[config.mk]
export PLATFORM = sky130hd
export DESIGN_NAME = bitmap_encoder_flat
export DESIGN_NICKNAME = d
export VERILOG_FILES = /design/src/rtl/bitmap_encoder_pkg.sv /design/src/rtl/bitmap_encoder_if.sv /design/src/rtl/bitmap_encoder_lsb_finder.sv /design/src/rtl/bitmap_encoder.sv /design/src/flat_wrapper.sv
export SDC_FILE = /design/constraint.sdc
export NUM_CORES = 1
export LEC_CHECK = 0
export BUFFER_PORTS_ARGS = -buffer_cell sky130_fd_sc_hd__buf_2
export CAP_MARGIN = 20
export CORE_ASPECT_RATIO = 0.9
export CORE_MARGIN = 5
export CORE_UTILIZATION = 40
export DETAILED_ROUTE_END_ITERATION = 10
export GPL_TIMING_DRIVEN = 0
export SLEW_MARGIN = 20
export SYNTH_ARGS = -nofsm -noshare
export SYNTH_HDL_FRONTEND = slang
export SYNTH_SLANG_ARGS = --single-unit
[constraint.sdc]
create_clock -name clk -period 4.9 [get_ports clk]
set_input_delay 0.98 -clock clk [delete_from_list [all_inputs] [get_ports clk]]
set_output_delay 0.98 -clock clk [all_outputs]
set_load 0.05 [all_outputs]
[src/rtl/bitmap_encoder_pkg.sv]
// Shared types, default sizes and the popcount helper for the bitmap encoder.
// WIDTH may be at most 16, so a 5-bit count always fits.
package bitmap_enc_pkg;

  localparam int WIDTH_DEF  = 8;
  localparam int CODE_W_DEF = $clog2(WIDTH_DEF);

  typedef enum logic {
    IDLE = 1'b0,
    EMIT = 1'b1
  } state_e;

  function automatic logic [4:0] popcount(input logic [15:0] vec);
    logic [4:0] cnt;
    cnt = 5'd0;
    for (int i = 0; i < 16; i++) begin
      cnt = cnt + {4'd0, vec[i]};
    end
    return cnt;
  endfunction

endpackage

[src/rtl/bitmap_encoder_if.sv]
// Bitmap input handshake and code output handshake, grouped as one bundle.
interface bitmap_encoder_if #(
  parameter int WIDTH  = 8,
  parameter int CODE_W = $clog2(WIDTH)
);

  logic              in_valid;
  logic [WIDTH-1:0]  in_data;
  logic              in_ready;
  logic              out_valid;
  logic [CODE_W-1:0] out_code;
  logic              out_last;
  logic              out_ready;
  logic [CODE_W:0]   out_remain;
  logic              zero_pulse;

  modport master (
    output in_valid, in_data, out_ready,
    input  in_ready, out_valid, out_code, out_last, out_remain, zero_pulse
  );

  modport slave (
    input  in_valid, in_data, out_ready,
    output in_ready, out_valid, out_code, out_last, out_remain, zero_pulse
  );

endinterface

[src/rtl/bitmap_encoder_lsb_finder.sv]
// Combinational lowest-set-bit locator: returns the bit index and a one-hot
// mask of that bit, which the encoder uses to retire the code just sent.
module lsb_finder #(
  parameter int WIDTH  = 8,
  parameter int CODE_W = $clog2(WIDTH)
) (
  input  logic [WIDTH-1:0]  vec_i,
  output logic [CODE_W-1:0] idx_o,
  output logic [WIDTH-1:0]  mask_o
);

  logic [WIDTH-1:0] mask_s;

  // Two's-complement trick isolates the lowest set bit.
  assign mask_s = vec_i & (~vec_i + {{(WIDTH-1){1'b0}}, 1'b1});
  assign mask_o = mask_s;

  always_comb begin
    idx_o = {CODE_W{1'b0}};
    for (int i = 0; i < WIDTH; i++) begin
      idx_o = idx_o | (mask_s[i] ? CODE_W'(i) : {CODE_W{1'b0}});
    end
  end

endmodule

[src/rtl/bitmap_encoder.sv]
// Sequential multi-hot to binary encoder: latches a bitmap, then emits the
// index of each set bit lowest-first, one per accepted output handshake.
module bitmap_encoder
  import bitmap_enc_pkg::*;
#(
  parameter int WIDTH  = WIDTH_DEF,
  parameter int CODE_W = $clog2(WIDTH)
) (
  input  logic             clk,
  input  logic             rst_n,
  bitmap_encoder_if.slave  bus
);

  state_e            state_q, state_d;
  logic [WIDTH-1:0]  pend_q, pend_d;
  logic              zero_q, zero_d;

  logic [CODE_W-1:0] idx_s;
  logic [WIDTH-1:0]  clr_mask_s;
  logic [4:0]        cnt_s;
  logic              valid_s;
  logic              last_s;

  lsb_finder #(
    .WIDTH  (WIDTH),
    .CODE_W (CODE_W)
  ) u_lsb_finder (
    .vec_i  (pend_q),
    .idx_o  (idx_s),
    .mask_o (clr_mask_s)
  );

  assign cnt_s   = popcount(16'(pend_q));
  assign valid_s = (state_q == EMIT);
  assign last_s  = (cnt_s == 5'd1);

  // State, pending bitmap and zero-load flag registers.
  always_ff @(posedge clk or negedge rst_n) begin
    if (!rst_n) begin
      state_q <= IDLE;
      pend_q  <= {WIDTH{1'b0}};
      zero_q  <= 1'b0;
    end else begin
      state_q <= state_d;
      pend_q  <= pend_d;
      zero_q  <= zero_d;
    end
  end

  // Next-state logic: load in IDLE, retire one bit per transfer in EMIT.
  always_comb begin
    state_d = state_q;
    pend_d  = pend_q;
    zero_d  = 1'b0;
    case (state_q)
      IDLE: begin
        if (bus.in_valid) begin
          if (bus.in_data != {WIDTH{1'b0}}) begin
            pend_d  = bus.in_data;
            state_d = EMIT;
          end else begin
            zero_d  = 1'b1;
          end
        end else begin
          state_d = IDLE;
        end
      end
      EMIT: begin
        if (bus.out_ready) begin
          pend_d = pend_q & ~clr_mask_s;
          if (last_s) begin
            state_d = IDLE;
          end else begin
            state_d = EMIT;
          end
        end else begin
          state_d = EMIT;
        end
      end
      default: begin
        state_d = IDLE;
        pend_d  = {WIDTH{1'b0}};
      end
    endcase
  end

  // Outputs depend only on registered state; codes read zero when not valid.
  always_comb begin
    bus.in_ready   = ~valid_s;
    bus.out_valid  = valid_s;
    bus.zero_pulse = zero_q;
    if (valid_s) begin
      bus.out_code   = idx_s;
      bus.out_remain = cnt_s[CODE_W:0];
      bus.out_last   = last_s;
    end else begin
      bus.out_code   = {CODE_W{1'b0}};
      bus.out_remain = {(CODE_W+1){1'b0}};
      bus.out_last   = 1'b0;
    end
  end

endmodule

[src/flat_wrapper.sv]
// flat-port wrapper written by rule: the top's interface ports become plain ports
module bitmap_encoder_flat import bitmap_enc_pkg::*;
#(
  parameter int WIDTH  = WIDTH_DEF,
  parameter int CODE_W = $clog2(WIDTH)
)
  (clk, rst_n, bus_in_valid, bus_in_data, bus_out_ready, bus_in_ready, bus_out_valid, bus_out_code, bus_out_last, bus_out_remain, bus_zero_pulse);
  bitmap_encoder_if #(.WIDTH(WIDTH), .CODE_W(CODE_W)) bus_i ();
  input  logic clk;
  input  logic rst_n;
  input wire logic [$bits(bus_i.in_valid)-1:0] bus_in_valid;
  input wire logic [$bits(bus_i.in_data)-1:0] bus_in_data;
  input wire logic [$bits(bus_i.out_ready)-1:0] bus_out_ready;
  output wire logic [$bits(bus_i.in_ready)-1:0] bus_in_ready;
  output wire logic [$bits(bus_i.out_valid)-1:0] bus_out_valid;
  output wire logic [$bits(bus_i.out_code)-1:0] bus_out_code;
  output wire logic [$bits(bus_i.out_last)-1:0] bus_out_last;
  output wire logic [$bits(bus_i.out_remain)-1:0] bus_out_remain;
  output wire logic [$bits(bus_i.zero_pulse)-1:0] bus_zero_pulse;
  assign bus_i.in_valid = bus_in_valid;
  assign bus_i.in_data = bus_in_data;
  assign bus_i.out_ready = bus_out_ready;
  assign bus_in_ready = bus_i.in_ready;
  assign bus_out_valid = bus_i.out_valid;
  assign bus_out_code = bus_i.out_code;
  assign bus_out_last = bus_i.out_last;
  assign bus_out_remain = bus_i.out_remain;
  assign bus_zero_pulse = bus_i.zero_pulse;
  bitmap_encoder #(.WIDTH(WIDTH), .CODE_W(CODE_W)) u_core (.clk(clk), .rst_n(rst_n), .bus(bus_i));
endmodule
==> flow_summary.html <==
<table>
<tr><th>Metric</th><th>Value</th></tr>
<tr><th colspan="2">Route</th></tr>
<tr><td>DR pass1 iterations</td><td>4</td></tr>
<tr><td>Detail-routed net length per standard cell</td><td>14.62 um</td></tr>
<tr><td>Count of antenna-violating nets left after detailed routing</td><td>0</td></tr>
<tr><td>Number of design rule violations left after detail routing</td><td>0</td></tr>
<tr><td>Total wire length</td><td>2164 um</td></tr>
<tr><td>Detail-routed via count per cell</td><td>5.527</td></tr>
<tr><td>Starting DRC count in detailed routing</td><td>24</td></tr>
<tr><td>Total number of vias</td><td>818</td></tr>
<tr><th colspan="2">Timing</th></tr>
<tr><td>Setup TNS</td><td>0 ns</td></tr>
<tr><td>Setup clock skew after layout</td><td>0.001137 ns</td></tr>
<tr><td>Number of max-slew violations in the final report</td><td>0</td></tr>
<tr><td>Timing-limited maximum frequency</td><td>216.0 MHz</td></tr>
<tr><td>Finish-stage setup viols</td><td>0</td></tr>
<tr><td>Worst-margin pin slew</td><td>0.4835 ns</td></tr>
<tr><td>Relative slew slack</td><td>67.69%</td></tr>
<tr><td>Final critical-path share of the clock period</td><td>94.50%</td></tr>
<tr><td>Final critical-path required period</td><td>4.631 ns</td></tr>
<tr><td>Setup repair after global routing missed its margin</td><td>no</td></tr>
<tr><td>Hold violation total from the final report</td><td>0</td></tr>
<tr><th colspan="2">Global route</th></tr>
<tr><td>Total grt overflow</td><td>0</td></tr>
<tr><td>Antenna violations before repair</td><td>0</td></tr>
<tr><td>Total global routing track utilization</td><td>13.76%</td></tr>
<tr><td>Vias in the first global route</td><td>758</td></tr>
<tr><td>First-pass GRT wire length</td><td>3325 um</td></tr>
<tr><td>Largest net degree at the start of global routing</td><td>11</td></tr>
<tr><th colspan="2">Critical path</th></tr>
<tr><td>Slowest cell on crit path</td><td>sky130_fd_sc_hd__fa_1</td></tr>
<tr><td>Crit path largest cell delay</td><td>0.51 ns</td></tr>
<tr><td>WP depth</td><td>12</td></tr>
<tr><td>Number of cells traversed by the worst register-to-register path</td><td>11</td></tr>
<tr><td>CP Data Required Time</td><td>3.92 ns</td></tr>
<tr><td>Element type at the critical path end</td><td>output port</td></tr>
<tr><td>Crit path buffers/inverters</td><td>4</td></tr>
<tr><td>Startpoint types</td><td>flop</td></tr>
<tr><td>Cell chain of the critical path</td><td>inv_1 -&gt; ha_1 -&gt; inv_1 -&gt; fa_1 -&gt; fa_1 -&gt; fa_1 -&gt; inv_1 -&gt; fa_1 -&gt; or2_2 -&gt; o31ai_1 -&gt; and3b_1 -&gt; buf_2</td></tr>
<tr><td>CP Launch Point</td><td>u_core.pend_q[0]</td></tr>
<tr><td>Arr. time, crit path</td><td>3.65 ns</td></tr>
<tr><td>Capture instance of the worst register-to-register path</td><td>u_core.bus.out_valid</td></tr>
<tr><td>Most Frequent Cell on Critical Path</td><td>sky130_fd_sc_hd__fa_1</td></tr>
<tr><td>Launch point of the worst reg-to-reg path</td><td>u_core.pend_q[0]</td></tr>
<tr><td>Gate family responsible for the most delay along the worst path</td><td>adder cells</td></tr>
<tr><td>Reg2Reg Setup Slack</td><td>1.73 ns</td></tr>
<tr><td>Crit-path max FO</td><td>4</td></tr>
<tr><td>Critical path endpoint</td><td>bus_out_last</td></tr>
<tr><td>Type of the worst setup path</td><td>flop to output port</td></tr>
<tr><th colspan="2">Final layout</th></tr>
<tr><td>Area growth from synthesis to layout</td><td>18.42%</td></tr>
<tr><td>Commonest non-fill, non-tap cell in the layout</td><td>sky130_fd_sc_hd__buf_2</td></tr>
<tr><td>Fill cells</td><td>218</td></tr>
<tr><td>Ratio of cells with drive above 1 in the final layout</td><td>28.10%</td></tr>
<tr><td>Number of nets in the layout</td><td>144</td></tr>
<tr><td>Top library cells by usage in the layout, fill and taps aside</td><td>sky130_fd_sc_hd__buf_2 (22), sky130_fd_sc_hd__inv_1 (12), sky130_fd_sc_hd__dfrtp_1 (10), sky130_fd_sc_hd__nand2_1 (7)</td></tr>
<tr><td>Antenna diode instance count</td><td>0</td></tr>
<tr><th colspan="2">Clock network</th></tr>
<tr><td>Setup fix buffers added after clock tree synthesis</td><td>0</td></tr>
<tr><td>TritonCTS Buffers</td><td>3</td></tr>
<tr><td>Clock transition time at the flip-flop clock pins of the worst setup and hold paths</td><td>0.06 ns</td></tr>
<tr><td>Latest clock arrival within the worst-skew pair</td><td>0.26 ns</td></tr>
<tr><td>Clock tree sinks</td><td>10</td></tr>
<tr><td>Buffer levels on the longest clock path</td><td>2</td></tr>
<tr><td>Total number of H-tree levels</td><td>1</td></tr>
<tr><td>CTS tree</td><td>done</td></tr>
<tr><td>Clock Root Buffer</td><td>sky130_fd_sc_hd__clkbuf_4</td></tr>
<tr><td>Quantity of hold-fixing buffers added after cts</td><td>0</td></tr>
<tr><td>Post-CTS Resized</td><td>0</td></tr>
<tr><th colspan="2">Synth</th></tr>
<tr><td>Commonest register cell after synthesis</td><td>sky130_fd_sc_hd__dfrtp_1</td></tr>
<tr><td>Synthesis-stage register bit count</td><td>10</td></tr>
<tr><td>Count of cell types in the netlist</td><td>40</td></tr>
<tr><td>Post-Syn Area</td><td>903.4 um^2</td></tr>
<tr><td>Post-synthesis instance total</td><td>96</td></tr>
<tr><td>Count of warnings emitted by yosys</td><td>0</td></tr>
<tr><td>Average size of a mapped cell</td><td>9.410 um^2</td></tr>
<tr><td>Post-synth EDFFs</td><td>0</td></tr>
<tr><td>Sequential-to-total area share from yosys stat</td><td>27.70%</td></tr>
<tr><td>Share of flip-flops with an asynchronous set or reset after synthesis</td><td>100.0%</td></tr>
<tr><td>Net count after synthesis</td><td>117</td></tr>
<tr><th colspan="2">Status</th></tr>
<tr><td>Result of the run</td><td>finished, final reports clean</td></tr>
<tr><th colspan="2">Placed design</th></tr>
<tr><td>Number of buffer cells added on primary ports</td><td>22</td></tr>
<tr><td>Half-perimeter wire length after detailed placement</td><td>1784 um</td></tr>
<tr><td>Weighted congestion at the end of routability-driven global placement</td><td>0.7523</td></tr>
<tr><th colspan="2">Floorplanning</th></tr>
<tr><td>Number of core rows</td><td>16</td></tr>
<tr><td>Initial core utilization</td><td>41.78%</td></tr>
<tr><td>Core area</td><td>2162 um^2</td></tr>
<tr><td>Die Width</td><td>60.10 um</td></tr>
<tr><td>Vertical die dimension</td><td>55.09 um</td></tr>
<tr><td>Total Die Area</td><td>3310 um^2</td></tr>
<tr><td>Ports placed on the boundary</td><td>23</td></tr>
<tr><th colspan="2">Run</th></tr>
<tr><td>Reported max-cap violation count</td><td>0</td></tr>
<tr><th colspan="2">Min path</th></tr>
<tr><td>Worst Hold Class</td><td>input pin to async pin</td></tr>
</table>
-- synth_stat cells, drive strengths merged (2+ instances only) --
cell type | count | area [um^2]
a211oi | 2 | 15.01
nand2 | 7 | 26.28
and3b | 3 | 26.28
ha | 5 | 62.56
nor2b | 5 | 31.28
nor2 | 4 | 15.01
nor4 | 3 | 55.05
a31o | 2 | 17.52
o211ai | 2 | 15.01
nand3 | 5 | 25.02
a211o | 2 | 17.52
fa | 4 | 80.08
o21ai | 3 | 15.01
inv | 12 | 45.04
a21oi | 4 | 20.02
and2 | 3 | 20.02
a31oi | 2 | 12.51
dfrtp | 10 | 250.2
-- state kept, by name (all words and copies together), names as in the netlist --
name	flops
u_core.bus.out_valid	1
u_core.pend_q	8
u_core.bus.zero_pulse	1
-- metal layers --
layer  GRT usage [%]  wire length, um
met1           18.67             1022
met2           21.04              999
met3           4.640              113
met4           3.321               28
met5               0                0
-- cell type report --
type	count	area, um^2	area share (%)
clock buffers	3	22.52	2.105
repair buffers	22	110.1	10.29
multi-input cells	72	590.6	55.20
well taps	27	33.78	3.158
plain buffers	1	13.76	1.287
inverters	13	48.80	4.561
flip-flops and latches	10	250.2	23.39
-- metrics by stage --
stage	hold WS [ns]	cells	instance area, um^2	setup slack, ns	utilization (%)
floorplan	0.5278	96	903.4	0.4321	-
global placement	0.5712	145	1047	0.6312	48.44
detailed placement	0.5621	145	1047	0.5871	48.44
CTS	0.5736	148	1070	0.2790	49.48
global route	0.5823	148	1070	0.1215	49.48
finish	0.5710	148	1070	0.2694	49.48
-- worst min-delay path by stage --
stage,cells past startpoint,to,slack [ns]
floorplan,1,u_core.pend_q[7],0.53
global placement,1,u_core.pend_q[7],0.57
detailed placement,1,u_core.pend_q[7],0.56
CTS,1,u_core.pend_q[7],0.57
global route,1,u_core.pend_q[2],0.58
finish,1,u_core.pend_q[2],0.57
-- kinds of logic after synthesis --
logic type                 share of synthesized area (%)
and+or+nand+nor                                    27.43
AOI/OAI and AO/OA                                  21.19
buffers and inverters                              6.924
DFF                                                27.70
adders and majority gates                          15.79
xor gates and xnor gates                          0.9697
Power is left out: the tool's default activity adds up to more than one toggle a clock period on the data nets, which glitch-free logic cannot reach.
